File: src/rtl/axis_upsizer.sv
// AXI-Stream width upsizer: packs R = M_BUS_W/S_BUS_W narrow beats into one wide beat.
// A beat with s_last closes the wide beat early; unused upper slots go out as zero with keep 0.
module axis_upsizer #(
  parameter int WORD_W  = 8,
  parameter int S_BUS_W = 8,
  parameter int M_BUS_W = 32
) (
  input  logic                                         clk,
  input  logic                                         rstn,
  input  logic                                         s_valid,
  output logic                                         s_ready,
  input  logic [S_BUS_W/WORD_W-1:0][WORD_W-1:0]        s_data,
  input  logic [S_BUS_W/WORD_W-1:0]                    s_keep,
  input  logic                                         s_last,
  output logic                                         m_valid,
  input  logic                                         m_ready,
  output logic [M_BUS_W/WORD_W-1:0][WORD_W-1:0]        m_data,
  output logic [M_BUS_W/WORD_W-1:0]                    m_keep,
  output logic                                         m_last
);

  localparam int S_WORDS = S_BUS_W / WORD_W;
  localparam int M_WORDS = M_BUS_W / WORD_W;
  localparam int R       = M_BUS_W / S_BUS_W;
  localparam int IDX_W   = (R > 1) ? $clog2(R) : 1;
  localparam logic [IDX_W-1:0] LAST_IDX = IDX_W'(R - 1);

  if ((S_BUS_W % WORD_W) != 0 || (M_BUS_W % S_BUS_W) != 0 || M_BUS_W < S_BUS_W) begin : g_bad_params
    $fatal(1, "axis_upsizer: M_BUS_W must be an integer multiple of S_BUS_W, S_BUS_W of WORD_W");
  end

  logic [IDX_W-1:0]                  idx;
  logic                              accept;
  logic                              completing;
  logic [S_WORDS-1:0][WORD_W-1:0]    beat_data;
  logic [M_WORDS-1:0][WORD_W-1:0]    load_data;
  logic [M_WORDS-1:0]                load_keep;

  assign s_ready    = !m_valid || m_ready;
  assign accept     = s_valid && s_ready;
  assign completing = (idx == LAST_IDX) || s_last;

  // Unkept words are forced to zero so x never reaches the wide bus.
  for (genvar gi = 0; gi < S_WORDS; gi++) begin : g_mask
    assign beat_data[gi] = s_keep[gi] ? s_data[gi] : '0;
  end

  for (genvar gi = 0; gi < R; gi++) begin : g_slot
    localparam logic [IDX_W-1:0] SLOT = IDX_W'(gi);
    localparam int LO = gi * S_WORDS;

    if (gi < R - 1) begin : g_held
      logic [S_WORDS-1:0][WORD_W-1:0] slot_data;
      logic [S_WORDS-1:0]             slot_keep;

      always_ff @(posedge clk or negedge rstn) begin
        if (!rstn) begin
          slot_data <= '0;
          slot_keep <= '0;
        end else if (accept) begin
          if (completing) begin
            slot_keep <= '0;
          end else if (idx == SLOT) begin
            slot_data <= beat_data;
            slot_keep <= s_keep;
          end
        end
      end

      assign load_data[LO +: S_WORDS] = (idx == SLOT) ? beat_data :
                                        (idx > SLOT)  ? slot_data : '0;
      assign load_keep[LO +: S_WORDS] = (idx == SLOT) ? s_keep :
                                        (idx > SLOT)  ? slot_keep : '0;
    end else begin : g_top
      // The top slot is only ever filled by a completing beat, so it needs no storage.
      assign load_data[LO +: S_WORDS] = (idx == SLOT) ? beat_data : '0;
      assign load_keep[LO +: S_WORDS] = (idx == SLOT) ? s_keep : '0;
    end
  end

  always_ff @(posedge clk or negedge rstn) begin
    if (!rstn) begin
      idx     <= '0;
      m_valid <= 1'b0;
      m_last  <= 1'b0;
      m_keep  <= '0;
      m_data  <= '0;
    end else begin
      if (accept) begin
        idx <= completing ? '0 : idx + 1'b1;
      end
      if (accept && completing) begin
        m_valid <= 1'b1;
        m_data  <= load_data;
        m_keep  <= load_keep;
        m_last  <= s_last;
      end else if (m_ready) begin
        m_valid <= 1'b0;
      end
    end
  end

endmodule

File: config.mk
export PLATFORM = sky130hd
export DESIGN_NAME = axis_upsizer
export DESIGN_NICKNAME = d
export VERILOG_FILES = /design/src/rtl/axis_upsizer.sv
export SDC_FILE = /design/constraint.sdc
export NUM_CORES = 1
export LEC_CHECK = 0
export ABC_CLOCK_PERIOD_IN_PS = 2700
export BUFFER_PORTS_ARGS = -buffer_cell sky130_fd_sc_hd__buf_4
export CAP_MARGIN = 20
export CORE_MARGIN = 1.5
export CORE_UTILIZATION = 41
export CTS_BUF_LIST = sky130_fd_sc_hd__clkbuf_8 sky130_fd_sc_hd__clkbuf_16
export DETAILED_ROUTE_END_ITERATION = 10
export GPL_TIMING_DRIVEN = 0
export PLACE_DENSITY = 0.69
export RECOVER_POWER = 50
export SLEW_MARGIN = 0
export SYNTH_ARGS = -nofsm -noshare
export SYNTH_HDL_FRONTEND = slang
export SYNTH_SLANG_ARGS = --single-unit
File: constraint.sdc
create_clock -name clk -period 2.7 [get_ports clk]
set_clock_uncertainty 0.2 [all_clocks]
set_input_delay 0.54 -clock clk [delete_from_list [all_inputs] [get_ports clk]]
set_output_delay 0.54 -clock clk [all_outputs]
set_load 0.01 [all_outputs]
==> Word-level counts from Yosys, hierarchy flattened <==
Index checks and enable logic that the tools add are counted.
{ "totals": {"ff_bits": 67, "latch_bits": 0, "ram_bits": 0, "romBits": 0, "inputBits": 14, "output_inout_bits": 39, "mem_count": 0} }
{ "classes": {"n_addsub": 1, "n_mul": 0, "n_div": 0, "n_lt_le_gt_ge": 3, "eq_ne": 3, "shifts": 0, "muxes": 24, "n_bitwise": 1, "n_reduce_logical": 16} }
{ "op_table": {"columns": ["cell", "n"], "rows": [
  ["8-bit two-way mux", 8],
  ["1-bit two-way mux", 15],
  ["3-bit AND reduction", 3],
  ["2-bit nonzero test", 4],
  ["2-bit AND reduction", 3],
  ["2-bit == test, second input constant", 2],
  ["2-bit by 1-bit > comparator with 1-bit output, second input constant", 2],
  ["2-bit by 1-bit adder with 2-bit output, second input constant", 1],
  ["2-bit by 1-bit == test with 1-bit output, second input constant", 1],
  ["2-bit > comparator, second input constant", 1],
  ["1-bit logical AND", 2],
  ["2-bit logical NOT", 1],
  ["1-bit logical OR", 2],
  ["2-bit two-way mux", 1],
  ["1-bit logical NOT", 1],
  ["1-bit NOT", 1]
]} }

==> Logic depth before layout (Yosys ltp) <==
{ "logic_depth": {"word_depth": 5, "depth_mapped": 6, "ltp_nobuf": 5} }

==> Worst setup path after synthesis <==
Ideal clock, no wire load.
{ "synth_timing": {"path_kind": "reg-to-reg", "start": "register idx[0]", "end": "register m_data[10] (netlist name)", "setup_ps": 125, "arrival_ps": 1600, "required_ps": 2375, "setup_slack_ps": 775, "path_stages_with_launch": 7, "synth_period_minus_slack_ps": 1925, "path_cell_list": "dfrtp_1 ha_1 or2_1 buf_2 nand3_4 buf_6 mux2_2"} }
{ "synth_via": {"elab_chain_len": 3, "word_cells_on_any_way": 7} }
{ "synth_lines": {"columns": ["item", "line", "rtl"], "rows": [
  ["start: declaration", "32", "logic [IDX_W-1:0] idx;"],
  ["start signal: assignment", "90", "idx <= completing ? '0 : idx + 1'b1;"],
  ["2-bit by 1-bit > comparator with 1-bit output / 2-bit == test (equally long branches)", "71, 41", null],
  ["8-bit two-way mux / 1-bit logical OR (equally long branches)", "71, 41", null],
  ["8-bit two-way mux / 1-bit logical AND (equally long branches)", "70, 92", null],
  ["end signal: assignment", "94", "m_data <= load_data;"],
  ["end: declaration", "17", "output logic [M_BUS_W/WORD_W-1:0][WORD_W-1:0] m_data,"]
]} }
Several ways; a longest one is shown, not always the timed one.
A chain may end at the register's enable or synchronous reset.

==> Worst setup path after layout <==
{ "layout_timing": {"start": "register idx[0]", "end": "register m_data[5] (netlist name)"} }
The elaborated chain is that of the path after synthesis.

==> reports/results.ini <==
[layout]
ff_latch_area_um2=1680
fillers=648
multiInputGateArea_um2=1260
diodes=0
drive_gt1_share_pct=42.0
area_growth_pct=21.1
nNetsFinal=297

[logic_synthesis]
synth_fa_ha_area_share_pct=2.49
synth_seq_cells=67
yosysTopAreaCell=dfrtp_1
synth_area_um2=3020
dominantRegCellSynth=dfrtp_1
synth_area_per_cell_um2=14.1
yosys_warnings=0
synth_xor_area_share_pct=0
synth_top_family_by_area=multiplexers
yosys.area.top_type_share_pct=55.6
ys_top_cells_by_count=dfrtp_1 (67), mux2_2 (58), a22o_1 (25)
synth_nets=234
synth_edf_count=0
synthSimpleGateAreaFrac_pct=6.80
async_flop_share_pct=100
ys_types=29
yosysSeqAreaShare_pct=55.6
yosys-top-cells-area=dfrtp_1 (56%), mux2_2 (22%), a22o_1 (7.3%)
synth_mux_area_share_pct=22.0
netlist_instances=214
synth.most_common_cell=dfrtp_1
synth-compound-area-share_pct=10.5

[route]
firstDrtPassIters=4
drc_errors=0
wl_mm=6.20
detail-route-antenna-nets=0
via_per_inst=5.15
wl_per_cell_um=16.3
drt-initial-drc-count=115
vias=1956

[floorplan]
start_util_pct=42.0
die-area_um2=7880
row_count=31
pin_count=53
die_h_um=88.8
core_um2=7180
fp.dieW_um=88.8

[timing]
max_freq_mhz=452
maxSlewHeadroom_pct=-8.20
finalSetupViolations=0
rsz0062_at_grt=false
hold_violations=0
fin_crit_ns=2.21
maxSlewViolCount=68
worst_pin_slew_ns=1.62
fin_setup_tns_ns=0
final.period_utilization_pct=81.9

[setup_path]
ff2ff_path_depth=6
critical_path_required_ns=2.72
endpoint_kind=flip-flop
arrival_ns=2.24
startpoint_type=flip-flop
worstPathMaxFanout=10
crit_type=flip-flop to flip-flop
ff2ff_setup_slack_ns=0.49

[placed_design]
hpwl_mm=4.25
gp_congestion=0.775
port_buffers=52

[power]
pwr-share-seq_pct=47.1
switching_share_pct=28.4
power_density_nw_per_um2=836
leakage_nw=1.79
p_total_mw=3.05
clkPwrFrac_pct=27.0
comb_power_share_pct=25.8
p_int_mw=2.19
p_switching_uw=868
ir_worst_vdd_uv=301

[clock_tree]
postCtsHoldBufs=0
post_cts_resize_count=0
cts_root_buf=clkbuf_8
clk_latency_ns=0.34
clkTransAtPathRegs_ns=0.07
postCtsSetupBuffers=0
clock-sinks=67
cts_tree=done
cts_buffer_depth=2
htreeDepth=3
cts_buffers=9

[hold_path]
hp-class=primary input to flip-flop
min_path_cells=2

[global_route]
grt_antenna_before_repair=0
grt_pass1_wl_mm=10.1
grt_pass1_vias=1958
gr-usage-all-layers_pct=17.3
grt_max_degree=68
grt_overflow_total=0

[outcome]
status=complete, but fails checks
violations=max-capacitance violations, max-slew violations

[run]
max_cap_viol_count=1

[routing by layer]
| layer | share of wire [%] | vias to the layer above | GRT usage (%) |
|---|---|---|---|
| li1 | - | 917 | - |
| met1 | 49 | 973 | 24.0 |
| met2 | 44 | 56 | 25.6 |
| met3 | 5.4 | 10 | 4.38 |
| met4 | 2.3 | 0 | 7.67 |
| met5 | 0 | - | 0 |
[worst max-delay path, stage by stage (launching register included)]
cell	delay [ns]
dfrtp_1	0.45
ha_1	0.25
or2_1	0.22
clkbuf_1	0.20
nand3_4	0.23
buf_6	0.19
mux2_2	0.35
[through the flow]
step	util (%)	std cells	hold WS [ns]	area, um^2	setup slack, ns
after floorplan	-	214	0.0444	3020	0.775
after global placement	49.2	365	0.261	3530	0.610
after detailed placement	49.2	365	0.270	3530	0.564
after CTS	51.9	380	0.140	3720	0.554
after global routing	50.9	380	0.234	3650	0.388
final	50.9	380	0.232	3650	0.488
[area by class of cell]
class / instances / area share (%)
clock buffer: 11 / 4.15
inverter: 2 / 0.206
timing repair buffer: 52 / 8.77
clock inverter: 4 / 1.16
multi-input combinational: 132 / 34.5
sequential: 67 / 45.9
tap: 99 / 3.39
buffer: 13 / 1.95
[kinds of logic (layout without fill, tap and decap cells)]
group | count (synthesis) | after routing
buf+inv | 15 | 82
flops | 67 | 67
fa+ha+maj | 6 | 6
compound gates | 38 | 38
simple gates | 29 | 29
mux | 59 | 59
[flip-flops by register name (all words and copies together), names as in the netlist]
name and count:
m_data 32, idx 2, g_slot.g_held.slot_keep 3, m_keep 4
m_valid 1, m_last 1, g_slot.g_held.slot_data 24
[power by group through the flow]
stage | combinational (mW) | sequential (mW) | clock, mW
after floorplan | 0.481 | 1.48 | 0
after global placement | 0.827 | 1.44 | 0
after detailed placement | 0.846 | 1.46 | 0
after CTS | 0.849 | 1.44 | 0.839
after global routing | 0.868 | 1.48 | 0.886
final | 0.789 | 1.44 | 0.825
[cell usage in the layout, fill, tap and decap left out, types with 2 or more instances in the layout]
master     netlist  routed
ha_1             6       6
buf_2            7       6
a21o_1           2       2
a22o_1          25      25
buf_6            2       2
dfrtp_1         67      67
inv_1            2       4
nor2b_1          3       3
mux2_2          58      58
a41oi_1          2       2
nand3_1          2       2
o2bb2ai_1        3       3
buf_4            0      33
clkbuf_1         4      23
and2_1          10      10
nand2_1          4       4
nand4_2          3       3
a31oi_1          2       2
clkbuf_8         0      11
[final timing paths]
kind	start	endpoint
setup / recovery	idx[0]	m_data[5]
hold / removal	s_data[7]	m_data[31]
setup reg to reg	idx[0]	m_data[5]
hold reg to reg	m_keep[3]	m_keep[3]
max in group asynchronous	rstn	m_data[1]
min in group asynchronous	rstn	m_data[15]
(Power assumes the default switching activity.)
